<file path="config.mk">
export PLATFORM = sky130hd
export DESIGN_NAME = mem_port_arbiter
export DESIGN_NICKNAME = d
export VERILOG_FILES = /design/src/rtl/mem_arb_pkg.sv /design/src/rtl/mem_port_arbiter.sv
export SDC_FILE = /design/constraint.sdc
export NUM_CORES = 1
export LEC_CHECK = 0
export BUFFER_PORTS_ARGS = -buffer_cell sky130_fd_sc_hd__buf_2
export CAP_MARGIN = 0
export CORE_MARGIN = 2
export CORE_UTILIZATION = 45
export CTS_CLUSTER_SIZE = 24
export DETAILED_ROUTE_END_ITERATION = 12
export PLACE_DENSITY_LB_ADDON = 0.1
export SLEW_MARGIN = 20
export SYNTH_ARGS = -nofsm -noshare
export SYNTH_HDL_FRONTEND = slang
export SYNTH_SLANG_ARGS = --single-unit
</file>
<file path="constraint.sdc">
create_clock -name clk -period 2.9 [get_ports clk]
set_input_delay 0.725 -clock clk [delete_from_list [all_inputs] [get_ports clk]]
set_output_delay 0.725 -clock clk [all_outputs]
set_load 0.01 [all_outputs]
</file>
<file path="src/rtl/mem_arb_pkg.sv">
// ---------------------------------------------------------------------------
// mem_arb_pkg
// Shared types and constants for mem_port_arbiter.
//   arb_state_e : arbiter FSM state (idle / read outstanding)
//   arb_owner_e : which port a pending read belongs to
//   RD_LAT_MAX  : largest supported memory read latency
//   CNT_W       : width of the read-latency down-counter, $clog2(RD_LAT+1)
//                 evaluated at the largest legal RD_LAT so one width serves
//                 every legal configuration
// ---------------------------------------------------------------------------
package mem_arb_pkg;

    typedef enum logic {
        ST_IDLE    = 1'b0,
        ST_RD_WAIT = 1'b1
    } arb_state_e;

    typedef enum logic {
        OWN_IF = 1'b0,
        OWN_D  = 1'b1
    } arb_owner_e;

    localparam int RD_LAT_MAX = 4;
    localparam int CNT_W      = $clog2(RD_LAT_MAX + 1);

endpackage : mem_arb_pkg

</file>
<file path="src/rtl/mem_port_arbiter.sv">
// ---------------------------------------------------------------------------
// mem_port_arbiter
// Shares one synchronous memory port between instruction fetch and data
// load/store. Data normally wins; after MAX_DSTREAK consecutive data grants
// with a fetch waiting, the fetch wins once. Read data is routed back to the
// port that issued the read RD_LAT cycles after its grant.
//
// Ports
//   clk, rstn                 clock, asynchronous active-low reset
//   if_req_i / if_addr_i      fetch read request and address
//   if_gnt_o                  fetch accepted this cycle
//   if_rvalid_o / if_rdata_o  fetch read data (rdata holds last value)
//   d_req_i / d_we_i          data request, 1 = store, 0 = load
//   d_addr_i / d_wdata_i      data address and store data
//   d_gnt_o                   data request accepted this cycle
//   d_rvalid_o / d_rdata_o    load data (rdata holds last value)
//   mem_en_o / mem_we_o       memory strobe and write enable
//   mem_addr_o / mem_wdata_o  memory address and write data
//   mem_rdata_i               memory read data, RD_LAT cycles after strobe
//   busy_o                    a read is outstanding
// ---------------------------------------------------------------------------
module mem_port_arbiter
    import mem_arb_pkg::*;
#(
    parameter int AW          = 16,
    parameter int DW          = 16,
    parameter int RD_LAT      = 1,
    parameter int MAX_DSTREAK = 4
) (
    input  logic          clk,
    input  logic          rstn,
    input  logic          if_req_i,
    input  logic [AW-1:0] if_addr_i,
    output logic          if_gnt_o,
    output logic          if_rvalid_o,
    output logic [DW-1:0] if_rdata_o,
    input  logic          d_req_i,
    input  logic          d_we_i,
    input  logic [AW-1:0] d_addr_i,
    input  logic [DW-1:0] d_wdata_i,
    output logic          d_gnt_o,
    output logic          d_rvalid_o,
    output logic [DW-1:0] d_rdata_o,
    output logic          mem_en_o,
    output logic          mem_we_o,
    output logic [AW-1:0] mem_addr_o,
    output logic [DW-1:0] mem_wdata_o,
    input  logic [DW-1:0] mem_rdata_i,
    output logic          busy_o
);

    localparam int                DS_W     = $clog2(MAX_DSTREAK + 1);
    localparam logic [CNT_W-1:0]  CNT_LOAD = CNT_W'(RD_LAT);
    localparam logic [CNT_W-1:0]  CNT_ONE  = CNT_W'(1);
    localparam logic [CNT_W-1:0]  CNT_ZERO = CNT_W'(0);
    localparam logic [DS_W-1:0]   DS_MAX   = DS_W'(MAX_DSTREAK);
    localparam logic [DS_W-1:0]   DS_ONE   = DS_W'(1);
    localparam logic [DS_W-1:0]   DS_ZERO  = DS_W'(0);

    arb_state_e       state_q,   state_d;
    arb_owner_e       owner_q,   owner_d;
    logic [CNT_W-1:0] cnt_q,     cnt_d;
    logic [DS_W-1:0]  dstreak_q, dstreak_d;
    logic [DW-1:0]    if_hold_q, if_hold_d;
    logic [DW-1:0]    d_hold_q,  d_hold_d;

    logic complete_s;
    logic slot_free_s;
    logic fetch_pri_s;
    logic if_win_s;
    logic d_win_s;
    logic read_gnt_s;

    // Grant decision: a slot exists in IDLE or in the read completion cycle.
    // Grants are suppressed while reset is asserted so every output is 0.
    always_comb begin
        complete_s  = (state_q == ST_RD_WAIT) && (cnt_q == CNT_ONE);
        slot_free_s = rstn && ((state_q == ST_IDLE) || complete_s);
        fetch_pri_s = (dstreak_q == DS_MAX);
        if_win_s    = slot_free_s && if_req_i && (!d_req_i || fetch_pri_s);
        d_win_s     = slot_free_s && d_req_i && !if_win_s;
        read_gnt_s  = if_win_s || (d_win_s && !d_we_i);
    end

    // Memory port and requester-facing outputs, driven from the winner.
    always_comb begin
        if_gnt_o    = if_win_s;
        d_gnt_o     = d_win_s;
        mem_en_o    = if_win_s || d_win_s;
        mem_we_o    = d_win_s && d_we_i;
        if (d_win_s) begin
            mem_addr_o = d_addr_i;
        end else if (if_win_s) begin
            mem_addr_o = if_addr_i;
        end else begin
            mem_addr_o = {AW{1'b0}};
        end
        if (d_win_s && d_we_i) begin
            mem_wdata_o = d_wdata_i;
        end else begin
            mem_wdata_o = {DW{1'b0}};
        end
        if_rvalid_o = complete_s && (owner_q == OWN_IF);
        d_rvalid_o  = complete_s && (owner_q == OWN_D);
        // Live memory data in the return cycle, captured copy afterwards.
        if (if_rvalid_o) begin
            if_rdata_o = mem_rdata_i;
        end else begin
            if_rdata_o = if_hold_q;
        end
        if (d_rvalid_o) begin
            d_rdata_o = mem_rdata_i;
        end else begin
            d_rdata_o = d_hold_q;
        end
        busy_o = (state_q == ST_RD_WAIT);
    end

    // Next-state logic for FSM, latency counter, owner and hold registers.
    always_comb begin
        state_d   = state_q;
        owner_d   = owner_q;
        cnt_d     = cnt_q;
        if_hold_d = if_hold_q;
        d_hold_d  = d_hold_q;

        if (complete_s && (owner_q == OWN_IF)) begin
            if_hold_d = mem_rdata_i;
        end else if (complete_s) begin
            d_hold_d  = mem_rdata_i;
        end else begin
            if_hold_d = if_hold_q;
        end

        case (state_q)
            ST_IDLE, ST_RD_WAIT: begin
                if (read_gnt_s) begin
                    // New read, possibly issued in the completion cycle.
                    state_d = ST_RD_WAIT;
                    cnt_d   = CNT_LOAD;
                    owner_d = if_win_s ? OWN_IF : OWN_D;
                end else if ((state_q == ST_RD_WAIT) && !complete_s) begin
                    cnt_d   = cnt_q - CNT_ONE;
                end else begin
                    state_d = ST_IDLE;
                    cnt_d   = CNT_ZERO;
                end
            end
            default: begin
                state_d = ST_IDLE;
                cnt_d   = CNT_ZERO;
                owner_d = OWN_IF;
            end
        endcase
    end

    // Data streak: counts data grants while a fetch waits, saturating.
    always_comb begin
        if (!if_req_i || if_win_s) begin
            dstreak_d = DS_ZERO;
        end else if (d_win_s && (dstreak_q != DS_MAX)) begin
            dstreak_d = dstreak_q + DS_ONE;
        end else begin
            dstreak_d = dstreak_q;
        end
    end

    // State registers; reset discards any outstanding read.
    always_ff @(posedge clk or negedge rstn) begin
        if (!rstn) begin
            state_q   <= ST_IDLE;
            owner_q   <= OWN_IF;
            cnt_q     <= CNT_ZERO;
            dstreak_q <= DS_ZERO;
            if_hold_q <= {DW{1'b0}};
            d_hold_q  <= {DW{1'b0}};
        end else begin
            state_q   <= state_d;
            owner_q   <= owner_d;
            cnt_q     <= cnt_d;
            dstreak_q <= dstreak_d;
            if_hold_q <= if_hold_d;
            d_hold_q  <= d_hold_d;
        end
    end

endmodule : mem_port_arbiter

</file>
==> metrics.md <==
| Metric | Value |
|---|---|
| Final setup violation count | 0 |
| Final hold vios | 0 |
| Initial antenna violation count | 0 |
| CP startpoint kind | flop |
| CP max stage cell | dfrtp_1 |
| Synthesized flop and latch total | 40 |
| Crit-path cells | inv_1, ha_1, a21bo_2, nand2_2, nand3_1, a21oi_1, buf_2 |
| Setup TNS | 0 ps |
| Antenna fix cells | 0 |
| Reg-to-reg critical path startpoint | cnt_q[1]$_DFF_PN0_ |
| Clock share of power | 13.6% |
| Routed via count | 1907 |
| Number of flops mapped to enable cells by yosys | 0 |
| Switching Fraction | 36.6% |
| Fillers | 381 |
| Largest delay share family, worst path | compound AO/OA/AOI/OAI gates |
| Sequential element share of the synthesized area | 48.9% |
| Final nets | 411 |
| Mean Syn Cell Area | 10.4 sq um |
| Max Cap Viol | 0 |
| Total Power | 0.00248 W |
| Worst Hold Depth | 1 |
| Dominant synthesized flop cell | dfrtp_1 |
| XOR/XNOR share of the synthesized area | 0.428% |
| Largest net degree at the start of global routing | 42 |
| Clock tree buffer depth | 2 |
| Vias/cell | 4.89 |
| Initial DRT Pass Iterations | 4 |
| Die span in y | 71.4 microns |
| First DRT Iteration DRCs | 67 |
| Worst hold start | if_hold_q[12]$_DFF_PN0_ |
| Post-synth net total | 270 |
| Maximum vdd drop | 0.000557 V |
| GP Congestion | 0.815 |
| Cts bufs inserted | 5 |
| Layout cells sized above 1 | 56.2% |
| R2R Setup Slk | 1130 ps |
| CTS Sinks | 40 |
| Antenna Nets Post-Route | 0 |
| Tightest Pin Transition | 491 ps |
| Post-place setup slack | 398 ps |
| Hold endpoint | if_hold_q[12]$_DFF_PN0_ |
| Most frequent cell after synthesis | dfrtp_1 |
| Crit path DAT | 1940 ps |
| Clk pin slew, worst setup/hold paths | 70 ps |
| DP HPWL | 4120 microns |
| Global route total overflow | 0 |
| Crit path kind | reg2out |
| Post-synth top cells | 40 x dfrtp_1, 32 x mux2_2, 22 x nand2_1 |
| Post-synthesis compound-gate area fraction | 6.91% |
| Worst hold slack | 491 ps |
| FF-to-FF path depth | 7 |
| CTS root buf | clkbuf_8 |
| H-tree depth | 2 |
| DRC Markers | 0 |
| Port buffer count | 139 |
| Die area | 0.00510 sq mm |
| Tcrit/Tclk final | 91.9% |
| Area contributors post-synth | dfrtp_1 49%, mux2_2 18%, and2_1 5.2% |
| Critical path fanouts, max | 18 |
| Routed length per instance | 13.7 microns |
| Adder-Cell Fraction of Synth Area | 2.44% |
| Vias in the first global route | 1812 |
| Synth top area share | 48.9% |
| Largest stage delay on the critical path | 390 ps |
| CTS tree | done |
| Cell taking the most area after synthesis | dfrtp_1 |
| Final setup margin | 236 ps |
| Status | finished clean |
| I/O pins | 140 |
| YS warnings | 0 |
| Final wirelength | 5330 microns |
| Post-CTS Hold Fix Bufs | 0 |
| Max Freq | 375 MHz |
| Buffer and inverter count on the worst path | 2 |
| Syn Inst Count | 197 |
| Async set-reset flop share out of synthesis | 100% |
| Worst EP required | 2170 ps |
| Lkg Pwr | 1.53 nW |
| Fin util | 66.5% |
| Overall die width | 71.4 microns |
| Slew HR | 67.3% |
| HP Class | reg2reg |
| CP Capture Type | primary output |
| Unrepaired setup endpoints after global routing | false |
| Seq pwr share | 36.8% |
| P per Cell Area | 856 mW/mm^2 |
| Mapped Area | 0.00205 sq mm |
| Synth Area in Simple Gates | 19.0% |
| Mux cell area share after synthesis | 17.6% |
| First-pass GRT wire length | 8520 microns |
| Starting density of the core | 47.0% |
| WP depth | 7 |
| Internal power | 0.00157 W |
| Gr usage total | 21.1% |
| Post-synth cell types | 28 |
| Gate power share | 49.6% |
| Skew-Pair Late Insertion Delay | 290 ps |
| Core region area | 0.00435 sq mm |
| Number of core rows | 24 |
| Period minus WS final | 2660 ps |
| Largest family of logic cells by synthesized area | simple AND/OR/NAND/NOR gates |
| Fin. max-slew vios | 0 |
| RR Endpoint | dstreak_q[2]$_DFFE_PN0P_ |
| Sw power | 0.000908 W |
| P&R area growth vs syn | 41.4% |
| Worst clock skew | 5.04 ps |
-- cell usage in the layout (no fill, tap or decap) --
master,n
nand3_1,18
xnor2_1,1
inv_1,10
dfrtp_1,40
nand2_1,22
o21ai_0,1
clkbuf_8,5
buf_2,139
nor2b_2,1
o22ai_1,1
a31oi_1,1
nor3_2,1
ha_1,4
or3_1,3
nand3_4,1
o21ai_2,1
nor3_4,1
clkbuf_1,1
clkinv_2,1
buf_4,5
a21boi_1,2
mux2_2,32
nor3b_1,1
and2_1,17
buf_12,1
nand2_2,1
a21bo_2,1
nor2_1,7
nand2b_1,1
o22a_1,1
a21oi_1,17
-- timing repair --
| action | 4_1_cts | 5_1_grt |
|---|---|---|
| buffers inserted | 0 | 0 |
| gates resized for setup | 0 | 1 |
| setup endpoints to repair | 0 | 15 |
-- worst max path at each step --
stage | from | to | slack (ps)
after global placement | d_req_i | mem_addr_o[8] | 420
after global routing | dstreak_q[0]$_DFFE_PN0P_ | mem_addr_o[8] | 50
final | dstreak_q[0]$_DFFE_PN0P_ | mem_addr_o[8] | 240
after detailed placement | d_req_i | mem_addr_o[8] | 400
after floorplan | d_req_i | mem_addr_o[10] | 540
after CTS | cnt_q[1]$_DFF_PN0_ | d_rdata_o[6] | 90
-- sequential cells by signal, indices dropped and copies added, names as in the netlist --
signal / flops
d_hold_q: 16
if_hold_q: 16
cnt_q: 3
busy_o: 1
owner_q: 1
dstreak_q: 3
-- metrics by stage --
step                      instances  area [sq um]
after CTS                       390          2890
after global routing            390          2900
after floorplan                 197          2050
final                           390          2900
after global placement          383          2810
after detailed placement        383          2810
-- kinds of logic (layout without fill, tap and decap cells) --
group | count (synthesis) | count (layout)
AO/OA/AOI/OAI | 25 | 25
XOR/XNOR | 1 | 1
adder cells (fa/ha/maj) | 4 | 4
buffers and inverters | 21 | 162
flip-flops | 40 | 40
multiplexers | 32 | 32
AND/OR/NAND/NOR | 74 | 74
-- power groups by stage --
stage	sequential (W)	clock [W]	combinational (W)
floorplan	0.000895	0	0.000773
global placement	0.000905	0	0.00123
detailed placement	0.000923	0	0.00124
CTS	0.000913	0.000351	0.00125
global route	0.000944	0.000381	0.00135
finish	0.000913	0.000337	0.00123
-- layout make-up --
cell class	count	area, sq um	share of cell area, %
sequential	40	1000	34.6
clock inverter	1	5.00	0.173
timing repair buffer	145	753	26.0
clock buffer	6	72.6	2.51
tap	52	65.1	2.25
multi-input combinational	136	961	33.2
inverter	10	37.5	1.30
-- metal layers --
metal	routed length [microns]	part of all wire, %	global-route usage [%]
met5	0	0	0
met4	37	0.69	5.45
met3	462	8.7	6.19
met2	2650	50	35.5
met1	2180	41	26.9
-- worst reg2reg max path, cell delays in order, from the launching register on --
cell and delay [ps]:
dfrtp_1 360, inv_1 70, ha_1 160, nor2b_2 230
o21ai_2 90, buf_4 230, or3_1 370, a31oi_1 170
Power figures use the tool's default switching activity.
